===== src/rtl/conv_sa_ctrl.sv =====
`default_nettype none
// ============================================================================
// Module      : conv_sa_ctrl
// Description : Sequencing controller for a 2x2 output-stationary systolic
//               convolution array (3x3 kernel over a 4x4 map). It drives the
//               weight load, the accumulator clear, and the diagonal-skewed
//               MAC wavefront. It also presents the result with a valid/ready
//               handshake. Control and indices only; no data passes through.
// Ports       : clk, rst (async, active-high)
//               start, weight_load, out_ready        - command / handshake in
//               w_we, w_addr                         - weight register write
//               pe_clr, pe_en[p], pe_k[p]            - PE array control
//               out_valid, busy, weights_valid       - status
//               start_err, done                      - one-cycle pulses
//               cycle_cnt (only with CONV_SA_CTRL_PERF_EN defined)
// Options     : CONV_SA_CTRL_PERF_EN adds a saturating 16-bit cycle counter.
// Revision    : 1.0 - initial release
// ============================================================================
module conv_sa_ctrl #(
  parameter int KSIZE = 3,
  parameter int ARR   = 2,
  parameter int IDX_W = 4
) (
  input  logic                       clk,
  input  logic                       rst,
  input  logic                       start,
  input  logic                       weight_load,
  input  logic                       out_ready,
  output logic                       w_we,
  output logic [IDX_W-1:0]           w_addr,
  output logic                       pe_clr,
  output logic [ARR*ARR-1:0]         pe_en,
  output logic [ARR*ARR*IDX_W-1:0]   pe_k,
  output logic                       out_valid,
  output logic                       busy,
  output logic                       weights_valid,
  output logic                       start_err,
  output logic                       done
`ifdef CONV_SA_CTRL_PERF_EN
  ,
  output logic [15:0]                cycle_cnt
`endif
);

  localparam logic [2:0] S_IDLE     = 3'd0;
  localparam logic [2:0] S_LOAD_W   = 3'd1;
  localparam logic [2:0] S_CLEAR    = 3'd2;
  localparam logic [2:0] S_COMPUTE  = 3'd3;
  localparam logic [2:0] S_DRAIN    = 3'd4;
  localparam logic [2:0] S_OUT_WAIT = 3'd5;

  // Last kernel index, and last wavefront step (the far diagonal lags 2*(ARR-1))
  localparam logic [IDX_W-1:0] K_LAST = IDX_W'(KSIZE * KSIZE - 1);
  localparam logic [IDX_W-1:0] T_LAST = IDX_W'(KSIZE * KSIZE + 2 * (ARR - 1) - 1);
  localparam logic [IDX_W-1:0] C_ONE  = IDX_W'(1);

  logic [2:0]               state;
  logic [2:0]               state_nxt;
  logic [IDX_W-1:0]         cnt;        // weight address in LOAD_W, step t in COMPUTE
  logic [IDX_W-1:0]         cnt_nxt;

  logic                     w_we_nxt;
  logic [IDX_W-1:0]         w_addr_nxt;
  logic                     pe_clr_nxt;
  logic [ARR*ARR-1:0]       pe_en_nxt;
  logic [ARR*ARR*IDX_W-1:0] pe_k_nxt;
  logic                     out_valid_nxt;
  logic                     busy_nxt;
  logic                     weights_valid_nxt;
  logic                     start_err_nxt;
  logic                     done_nxt;
  logic                     compute_nxt;

  // --------------------------------------------------------------------------
  // State register
  // --------------------------------------------------------------------------
  always_ff @(posedge clk or posedge rst) begin
    if (rst) begin
      state <= S_IDLE;
      cnt   <= '0;
    end else begin
      state <= state_nxt;
      cnt   <= cnt_nxt;
    end
  end

  // --------------------------------------------------------------------------
  // Next-state logic
  // --------------------------------------------------------------------------
  always_comb begin
    state_nxt = state;
    cnt_nxt   = cnt;
    case (state)
      S_IDLE: begin
        cnt_nxt = '0;
        // weight_load wins; a coincident start is dropped silently
        if (weight_load) begin
          state_nxt = S_LOAD_W;
        end else if (start && weights_valid) begin
          state_nxt = S_CLEAR;
        end
      end
      S_LOAD_W: begin
        if (cnt == K_LAST) begin
          state_nxt = S_IDLE;
          cnt_nxt   = '0;
        end else begin
          cnt_nxt = cnt + C_ONE;
        end
      end
      S_CLEAR: begin
        state_nxt = S_COMPUTE;
        cnt_nxt   = '0;
      end
      S_COMPUTE: begin
        if (cnt == T_LAST) begin
          state_nxt = S_DRAIN;
          cnt_nxt   = '0;
        end else begin
          cnt_nxt = cnt + C_ONE;
        end
      end
      S_DRAIN: begin
        state_nxt = S_OUT_WAIT;
      end
      S_OUT_WAIT: begin
        if (out_ready) begin
          state_nxt = S_IDLE;
        end
      end
      default: begin
        state_nxt = S_IDLE;
        cnt_nxt   = '0;
      end
    endcase
  end

  // --------------------------------------------------------------------------
  // Output logic: outputs are decoded from the next state/counter so that the
  // output registers line up with the state they describe.
  // --------------------------------------------------------------------------
  always_comb begin
    w_we_nxt          = (state_nxt == S_LOAD_W);
    w_addr_nxt        = (state_nxt == S_LOAD_W) ? cnt_nxt : '0;
    pe_clr_nxt        = (state_nxt == S_CLEAR);
    out_valid_nxt     = (state_nxt == S_OUT_WAIT);
    busy_nxt          = (state_nxt != S_IDLE);
    weights_valid_nxt = weights_valid | ((state == S_LOAD_W) && (cnt == K_LAST));
    start_err_nxt     = (state == S_IDLE) && start && !weight_load && !weights_valid;
    done_nxt          = (state == S_OUT_WAIT) && out_ready;
  end

  assign compute_nxt = (state_nxt == S_COMPUTE);

  // Each PE runs the kernel sequence delayed by its diagonal index r+c.
  genvar p;
  generate
    for (p = 0; p < ARR * ARR; p++) begin : g_pe
      localparam logic [IDX_W-1:0] DIAG = IDX_W'(p / ARR + p % ARR);
      logic [IDX_W-1:0] offs;
      logic             act;
      assign offs                      = cnt_nxt - DIAG;
      assign act                       = compute_nxt && (cnt_nxt >= DIAG) && (offs <= K_LAST);
      assign pe_en_nxt[p]              = act;
      assign pe_k_nxt[p*IDX_W +: IDX_W] = act ? offs : '0;
    end
  endgenerate

  // --------------------------------------------------------------------------
  // Output registers
  // --------------------------------------------------------------------------
  always_ff @(posedge clk or posedge rst) begin
    if (rst) begin
      w_we          <= 1'b0;
      w_addr        <= '0;
      pe_clr        <= 1'b0;
      pe_en         <= '0;
      pe_k          <= '0;
      out_valid     <= 1'b0;
      busy          <= 1'b0;
      weights_valid <= 1'b0;
      start_err     <= 1'b0;
      done          <= 1'b0;
    end else begin
      w_we          <= w_we_nxt;
      w_addr        <= w_addr_nxt;
      pe_clr        <= pe_clr_nxt;
      pe_en         <= pe_en_nxt;
      pe_k          <= pe_k_nxt;
      out_valid     <= out_valid_nxt;
      busy          <= busy_nxt;
      weights_valid <= weights_valid_nxt;
      start_err     <= start_err_nxt;
      done          <= done_nxt;
    end
  end

`ifdef CONV_SA_CTRL_PERF_EN
  // Counts cycles from start acceptance to the result handshake; held in IDLE.
  always_ff @(posedge clk or posedge rst) begin
    if (rst) begin
      cycle_cnt <= 16'd0;
    end else if ((state == S_IDLE) && (state_nxt == S_CLEAR)) begin
      cycle_cnt <= 16'd0;
    end else if (((state == S_CLEAR) || (state == S_COMPUTE) ||
                  (state == S_DRAIN) || (state == S_OUT_WAIT)) &&
                 (cycle_cnt != 16'hFFFF)) begin
      cycle_cnt <= cycle_cnt + 16'd1;
    end
  end
`else
  // Performance counter not built.
`endif

endmodule
`default_nettype wire

===== config.mk =====
export PLATFORM = sky130hd
export DESIGN_NAME = conv_sa_ctrl
export DESIGN_NICKNAME = d
export VERILOG_FILES = /design/src/rtl/conv_sa_ctrl.sv
export SDC_FILE = /design/constraint.sdc
export NUM_CORES = 1
export LEC_CHECK = 0
export ABC_AREA = 0
export BUFFER_PORTS_ARGS = -buffer_cell sky130_fd_sc_hd__buf_2
export CORE_ASPECT_RATIO = 0.75
export CORE_MARGIN = 3
export CORE_UTILIZATION = 58
export DETAILED_ROUTE_END_ITERATION = 12
export GPL_ROUTABILITY_DRIVEN = 0
export PLACE_DENSITY = 0.93
export SETUP_SLACK_MARGIN = 0.2
export SYNTH_ARGS = -nofsm -noshare
export SYNTH_HDL_FRONTEND = slang
export SYNTH_SLANG_ARGS = --single-unit

===== constraint.sdc =====
create_clock -name clk -period 4.3 [get_ports clk]
set_clock_uncertainty 0.15 [all_clocks]
set_input_delay 0.86 -clock clk [delete_from_list [all_inputs] [get_ports clk]]
set_output_delay 0.86 -clock clk [all_outputs]
set_load 0.1 [all_outputs]

==> metrics.md, run 1 <==
| Metric | Value |
|---|---|
| Outcome | `finished clean` |
| Syn avg cell area | `11.2 µm²` |
| Die area | `3820 µm²` |
| Hold_sp | `weights_valid` |
| Area Growth Syn to Fin | `12.9%` |
| Post-synthesis cell type count | `51` |
| Total grt overflow | `0` |
| Post-Route WL | `3900 µm` |
| Number of synthesized flops with an enable pin | `0` |
| DRT iter0 DRCs | `130` |
| Hold Buf Count CTS | `0` |
| Crit path time final | `3360 ps` |
| RR Endpoint | `pe_k[8]` |
| Arrival time of the worst setup path | `3360 ps` |
| H-tree depth | `2` |
| Pin count of the biggest net entering global routing | `34` |
| First-pass GRT wire length | `6200 µm` |
| Worst path required time | `4300 ps` |
| RR Startpoint | `cnt[0]` |
| Vias in the first global route | `1,286` |
| Count of cells along the worst hold path | `1` |
| Async SR Flop Fraction | `100%` |
| Dpl ws | `1040 ps` |
| Die Ht | `54.3 µm` |
| Setup_tns | `0 ps` |
| CTS clock-pin slew for the worst setup and hold paths | `70 ps` |
| Dominant synthesized flop cell | `dfrtp_1` |
| Worst setup slack after layout | `942 ps` |
| Tightest Pin Transition | `620 ps` |
| Core box area | `2780 µm²` |
| CP Buf/Inv Count | `1` |
| Commonest cells post-synth | `33 x dfrtp_1, 13 x nand2_1, 12 x inv_1` |
| Fmax | `298 MHz` |
| Cell Chain, Critical Path | `inv_1 -> ha_1 -> and3b_2 -> o22ai_4 -> a22oi_1 -> ha_1 -> nor2b_1 -> nand3_1 -> o21ai_0 -> a311oi_2 -> a211oi_1` |
| Share of the yosys chip area belonging to registers | `45.8%` |
| Final Slew Violations | `0` |
| R2R setup slack | `940 ps` |
| Diodes inserted | `0` |
| Die Width | `70.4 µm` |
| DRT antenna net count | `0` |
| Hold WS | `332 ps` |
| Final hold vios | `0` |
| Worst hold path type | `flip-flop to flip-flop` |
| Nets | `209` |
| Synth top area cells | `dfrtp_1 46%, ha_1 6.9%, nand2_1 2.7%` |
| Top-count cell post-synth | `dfrtp_1` |
| Hold Path End | `start_err` |
| CP endpoint kind | `flip-flop` |
| Clk buf depth | `2` |
| WL per Instance | `16.9 µm` |
| Clk_lat worst skew | `290 ps` |
| Synth top area share | `45.8%` |
| Worst setup SP type | `flip-flop` |
| Kind of critical path | `flip-flop to flip-flop` |
| Final worst path period share | `78.1%` |
| CP Max Fanout | `8` |
| TritonCTS Sinks | `33` |
| #FFs+latches synth | `33` |
| CTS tree | `yes` |
| Via/cell ratio | `5.81` |
| IO Pins | `36` |
| DRC | `0` |
| Syn Nets | `176` |
| Cells on worst reg2reg path | `11` |
| Top cell type by total area after synthesis | `dfrtp_1` |
| RSZ-0062 raised after global routing | `no` |
| Clk root buf | `clkbuf_8` |
| Cts bufs inserted | `5` |
| CP delay by family, top | `compound AO/OA/AOI/OAI gates` |
| Synth warn | `0` |
| # Post-CTS Setup Buffers | `0` |
| Post-Syn Area | `1800 µm²` |
| Initial core utilization | `64.7%` |
| IO Port Bufs | `35` |
| MaxCap Viol Count | `0` |
| Endpoints failing setup | `0` |
| Layout cells sized above 1 | `31.8%` |
| Synth Instances | `161` |
| Critical path's most frequent cell | `ha_1` |
| Via count | `1,342` |
| Crit path max-delay cell type | `a22oi_1` |
| Dpl hpwl | `2850 µm` |
| Floorplan row count | `16` |
| Initial antenna violation count | `0` |
| Slew HR | `58.6%` |
| Crit-path max cell delay | `510 ps` |
| Fillers | `188` |
| Aggregate global-route resource usage | `22.1%` |
| CTS resizes | `0` |
| First-pass DRT Iterations | `4` |
## placed cells by master (no fill, tap or decap), types with 2 or more instances in the layout
master     n
nand2_1   13
dfrtp_1   33
buf_2     35
nor2b_1    2
a21oi_1    2
and3b_2    2
a211oi_1   6
xnor2_1    3
nor3_1     7
nand3_1    4
clkinv_2   2
nand2b_1   2
nand3b_1   6
o21ai_0    2
ha_1      10
o211ai_1   2
nor2_1    11
inv_1     12
o21a_1     2
clkbuf_8   5
a21o_1     2
## sequential cells by signal, summed over array words and instances (netlist names)
| signal | cells |
|---|---|
| busy | 1 |
| cnt | 4 |
| done | 1 |
| out_valid | 1 |
| pe_clr | 1 |
| pe_en | 3 |
| pe_k | 12 |
| start_err | 1 |
| state | 3 |
| w_addr | 4 |
| w_we | 1 |
| weights_valid | 1 |
## layout make-up
class | count | area, µm² | share of cell area, %
timing repair buffer | 36 | 183 | 8.98
sequential | 33 | 826 | 40.6
inverter | 13 | 48.8 | 2.40
tap | 36 | 45.0 | 2.21
clock buffer | 5 | 68.8 | 3.38
clock inverter | 3 | 17.5 | 0.861
multi-input combinational | 105 | 846 | 41.6
## routing by layer
layer	wire length [µm]	GRT usage (%)	share of wire, %
met5	0	0	0
met1	1640	28.3	42
met4	75	12.1	1.9
met2	1910	34.8	49
met3	276	6.06	7.1
## how the worst max path moves through the flow
stage	startpoint	to	slack, ps	cells past startpoint
2_1_floorplan	cnt[0]	pe_en[2]	1480	11
3_3_place_gp	cnt[0]	pe_en[2]	1340	11
3_5_place_dp	cnt[0]	pe_en[2]	1040	11
4_1_cts	cnt[0]	pe_k[8]	960	11
5_1_grt	cnt[0]	pe_k[8]	760	11
6_report	cnt[0]	pe_k[8]	940	11
## stage by stage
stage,instances,area [µm²],utilization [%]
after floorplan,161,1800,-
final,231,2030,73.1
after global placement,223,1950,70.0
after CTS,231,2030,73.1
after global routing,231,2030,73.1
after detailed placement,223,1950,70.0
## kinds of logic after synthesis
family                   synth area share, %
multiplexers                           0.556
AND/OR/NAND/NOR                         18.3
XOR/XNOR                                2.85
AO/OA/AOI/OAI                           18.3
adder cells (fa/ha/maj)                 6.94
flip-flops                              45.8
buffers and inverters                   7.22
Power of run 1 is not shown: default switching activity piles up to over one toggle a cycle in this logic, so the estimate is an artifact.
==> run 2: changes to the inputs <==
- CORE_UTILIZATION: 58 -> 54
- PLACE_DENSITY: 0.93 -> 0.89
- clock period: 4.3 -> 3.1 ns (I/O delays scaled with it)
==> metrics.md, run 2 (synthesized netlist as in run 1, its figures left out) <==
| Metric | Value |
|---|---|
| Outcome | `finished clean (unchanged)` |
| Vias in the first global route | `1,313 (was 1,286)` |
| Core box area | `3060 µm² (was 2780 µm²)` |
| DRT antenna net count | `0 (unchanged)` |
| Slew HR | `62.1% (was 58.6%)` |
| Post-Route WL | `3780 µm (was 3900 µm)` |
| IO Pins | `36 (unchanged)` |
| Cell Chain, Critical Path | `and3b_2 -> o22ai_4 -> a22oi_2 -> buf_4 -> ha_1 -> nor2b_4 -> nand3_1 -> o21ai_0 -> a311oi_2 -> buf_4 -> a211oi_1 (was inv_1 -> ha_1 -> and3b_2 -> o22ai_4 -> a22oi_1 -> ha_1 -> nor2b_1 -> nand3_1 -> o21ai_0 -> a311oi_2 -> a211oi_1)` |
| Clk root buf | `clkbuf_8 (unchanged)` |
| Worst setup slack after layout | `273 ps (was 942 ps)` |
| First-pass DRT Iterations | `4 (unchanged)` |
| Floorplan row count | `17 (was 16)` |
| Hold Buf Count CTS | `0 (unchanged)` |
| RSZ-0062 raised after global routing | `no (unchanged)` |
| Met3 usage | `5.96% (was 6.06%)` |
| Via count | `1,381 (was 1,342)` |
| Worst hold path type | `input port to asynchronous set/reset pin (was flip-flop to flip-flop)` |
| Clk buf depth | `2 (unchanged)` |
| Crit path to | `pe_k[9] (was pe_k[8])` |
| RR Startpoint | `cnt[3] (was cnt[0])` |
| Die Width | `72.7 µm (was 70.4 µm)` |
| Most frequent cells in the layout | `35 x buf_2, 32 x dfrtp_1, 13 x nand2_1, 11 x nor2_1 (was 35 x buf_2, 33 x dfrtp_1, 13 x nand2_1, 12 x inv_1, 11 x nor2_1)` |
| Largest Register | `pe_k (unchanged)` |
| CP Max Fanout | `10 (was 8)` |
| Worst setup SP type | `flip-flop (unchanged)` |
| Via/cell ratio | `5.73 (was 5.81)` |
| Die Ht | `56.0 µm (was 54.3 µm)` |
| TritonCTS Sinks | `33 (unchanged)` |
| Max reg flops | `12 (unchanged)` |
| Crit path max-delay cell type | `dfrtp_1 (was a22oi_1)` |
| RR Endpoint | `pe_k[9] (was pe_k[8])` |
| Fillers | `195 (was 188)` |
| CP endpoint kind | `flip-flop (unchanged)` |
| CTS tree | `yes (unchanged)` |
| DRT iter0 DRCs | `99 (was 130)` |
| Diodes inserted | `0 (unchanged)` |
| Crit path time final | `2830 ps (was 3360 ps)` |
| R2R setup slack | `270 ps (was 940 ps)` |
| Die area | `4070 µm² (was 3820 µm²)` |
| Area Growth Syn to Fin | `20.3% (was 12.9%)` |
| Met1 Track Usage GR | `26.0% (was 28.3%)` |
| Tightest Pin Transition | `566 ps (was 620 ps)` |
| CP startpoint | `cnt[3] (was cnt[0])` |
| Final hold vios | `0 (unchanged)` |
| Commonest non-fill, non-tap cell in the layout | `buf_2 (unchanged)` |
| Final Slew Violations | `0 (unchanged)` |
| WL per Instance | `15.7 µm (was 16.9 µm)` |
| Kind of critical path | `flip-flop to flip-flop (unchanged)` |
| Cells on worst reg2reg path | `11 (unchanged)` |
| DRC | `0 (unchanged)` |
| Initial antenna violation count | `0 (unchanged)` |
| Dpl ws | `-20.9 ps (was 1040 ps)` |
| Worst path required time | `3150 ps (was 4300 ps)` |
| Arrival time of the worst setup path | `2880 ps (was 3360 ps)` |
| IO Port Bufs | `35 (unchanged)` |
| GR peak layer | `met2 (unchanged)` |
| Final worst path period share | `91.2% (was 78.1%)` |
| Layout cells sized above 1 | `38.4% (was 31.8%)` |
| Aggregate global-route resource usage | `19.4% (was 22.1%)` |
| Endpoints failing setup | `0 (unchanged)` |
| CTS clock-pin slew for the worst setup and hold paths | `70 ps (about the same)` |
| MaxCap Viol Count | `0 (unchanged)` |
| Met2 usage | `28.9% (was 34.8%)` |
| Initial core utilization | `58.8% (was 64.7%)` |
| H-tree depth | `2 (unchanged)` |
| Dpl hpwl | `2610 µm (was 2850 µm)` |
| Pin count of the biggest net entering global routing | `34 (unchanged)` |
| Cts bufs inserted | `5 (unchanged)` |
| Regs by FF count | `pe_k (12), cnt (4), w_addr (4) (unchanged)` |
| Total grt overflow | `0 (unchanged)` |
| Critical path's most frequent cell | `buf_4 (was ha_1)` |
| Nets | `217 (was 209)` |
| Fmax | `354 MHz (was 298 MHz)` |
| Crit-path max cell delay | `560 ps (was 510 ps)` |
| First-pass GRT wire length | `6130 µm (was 6200 µm)` |
| Clk_lat worst skew | `290 ps (about the same)` |
## run 2: changes by cell type in the layout (fill, tap and decap cells not counted), moves of 2 or more
cell,before,now
buf_4,1,9
inv_1,12,10
clkinv_2,2,0
a211oi_2,1,3
a211oi_1,6,4
inv_2,1,3
## run 2: timing repair
| item | CTS | global route |
|---|---|---|
| pin swaps | 0 | 2 |
| gates resized for setup | 3 | 8 |
| endpoints found under the setup margin | 5 | 5 |
| buffers inserted | 0 | 6 |
## run 2: layout make-up
cell class / count / area (µm²) / area share, %
inverter: 13 / 48.8 / 2.25
timing repair buffer: 44 / 243 / 11.2
sequential: 33 / 827 / 38.2
multi-input combinational: 105 / 886 / 40.9
clock buffer: 5 / 68.8 / 3.18
tap: 38 / 47.5 / 2.19
clock inverter: 3 / 46.3 / 2.14
## run 2: how the worst min path moves through the flow
stage,start,end,slack [ps]
after floorplan,state[0],w_we,390
after global placement,weights_valid,start_err,330
after detailed placement,weights_valid,start_err,310
after CTS,rst,w_addr[0],270
after global routing,rst,w_addr[0],300
final,rst,w_addr[0],250
## run 2: metal layers
| layer | up-vias | routed length (µm) |
|---|---|---|
| li1 | 643 | - |
| met1 | 667 | 1650 |
| met2 | 58 | 1800 |
| met3 | 13 | 256 |
| met4 | 0 | 74 |
| met5 | - | 0 |
## run 2: stage by stage
step           cell area [µm²]  utilization [%]  hold WS, ps  instances  TNS, ps
2_1_floorplan             1800                -          394        161        0
3_3_place_gp              1970             64.2          329        227        0
3_5_place_dp              1970             64.2          315        227    -42.3
4_1_cts                   2090             68.2          267        235        0
5_1_grt                   2170             70.8          295        241        0
6_report                  2170             70.8          250        241        0
## run 2: worst max-delay path: cells and delay by family (launching register included)
family,cells,cell delay [ps]
AO/OA/AOI/OAI,5,840
adder cells (fa/ha/maj),1,170
buffers and inverters,2,360
flip-flops,1,560
AND/OR/NAND/NOR,3,660
Power of run 2 is left out for the same reason.
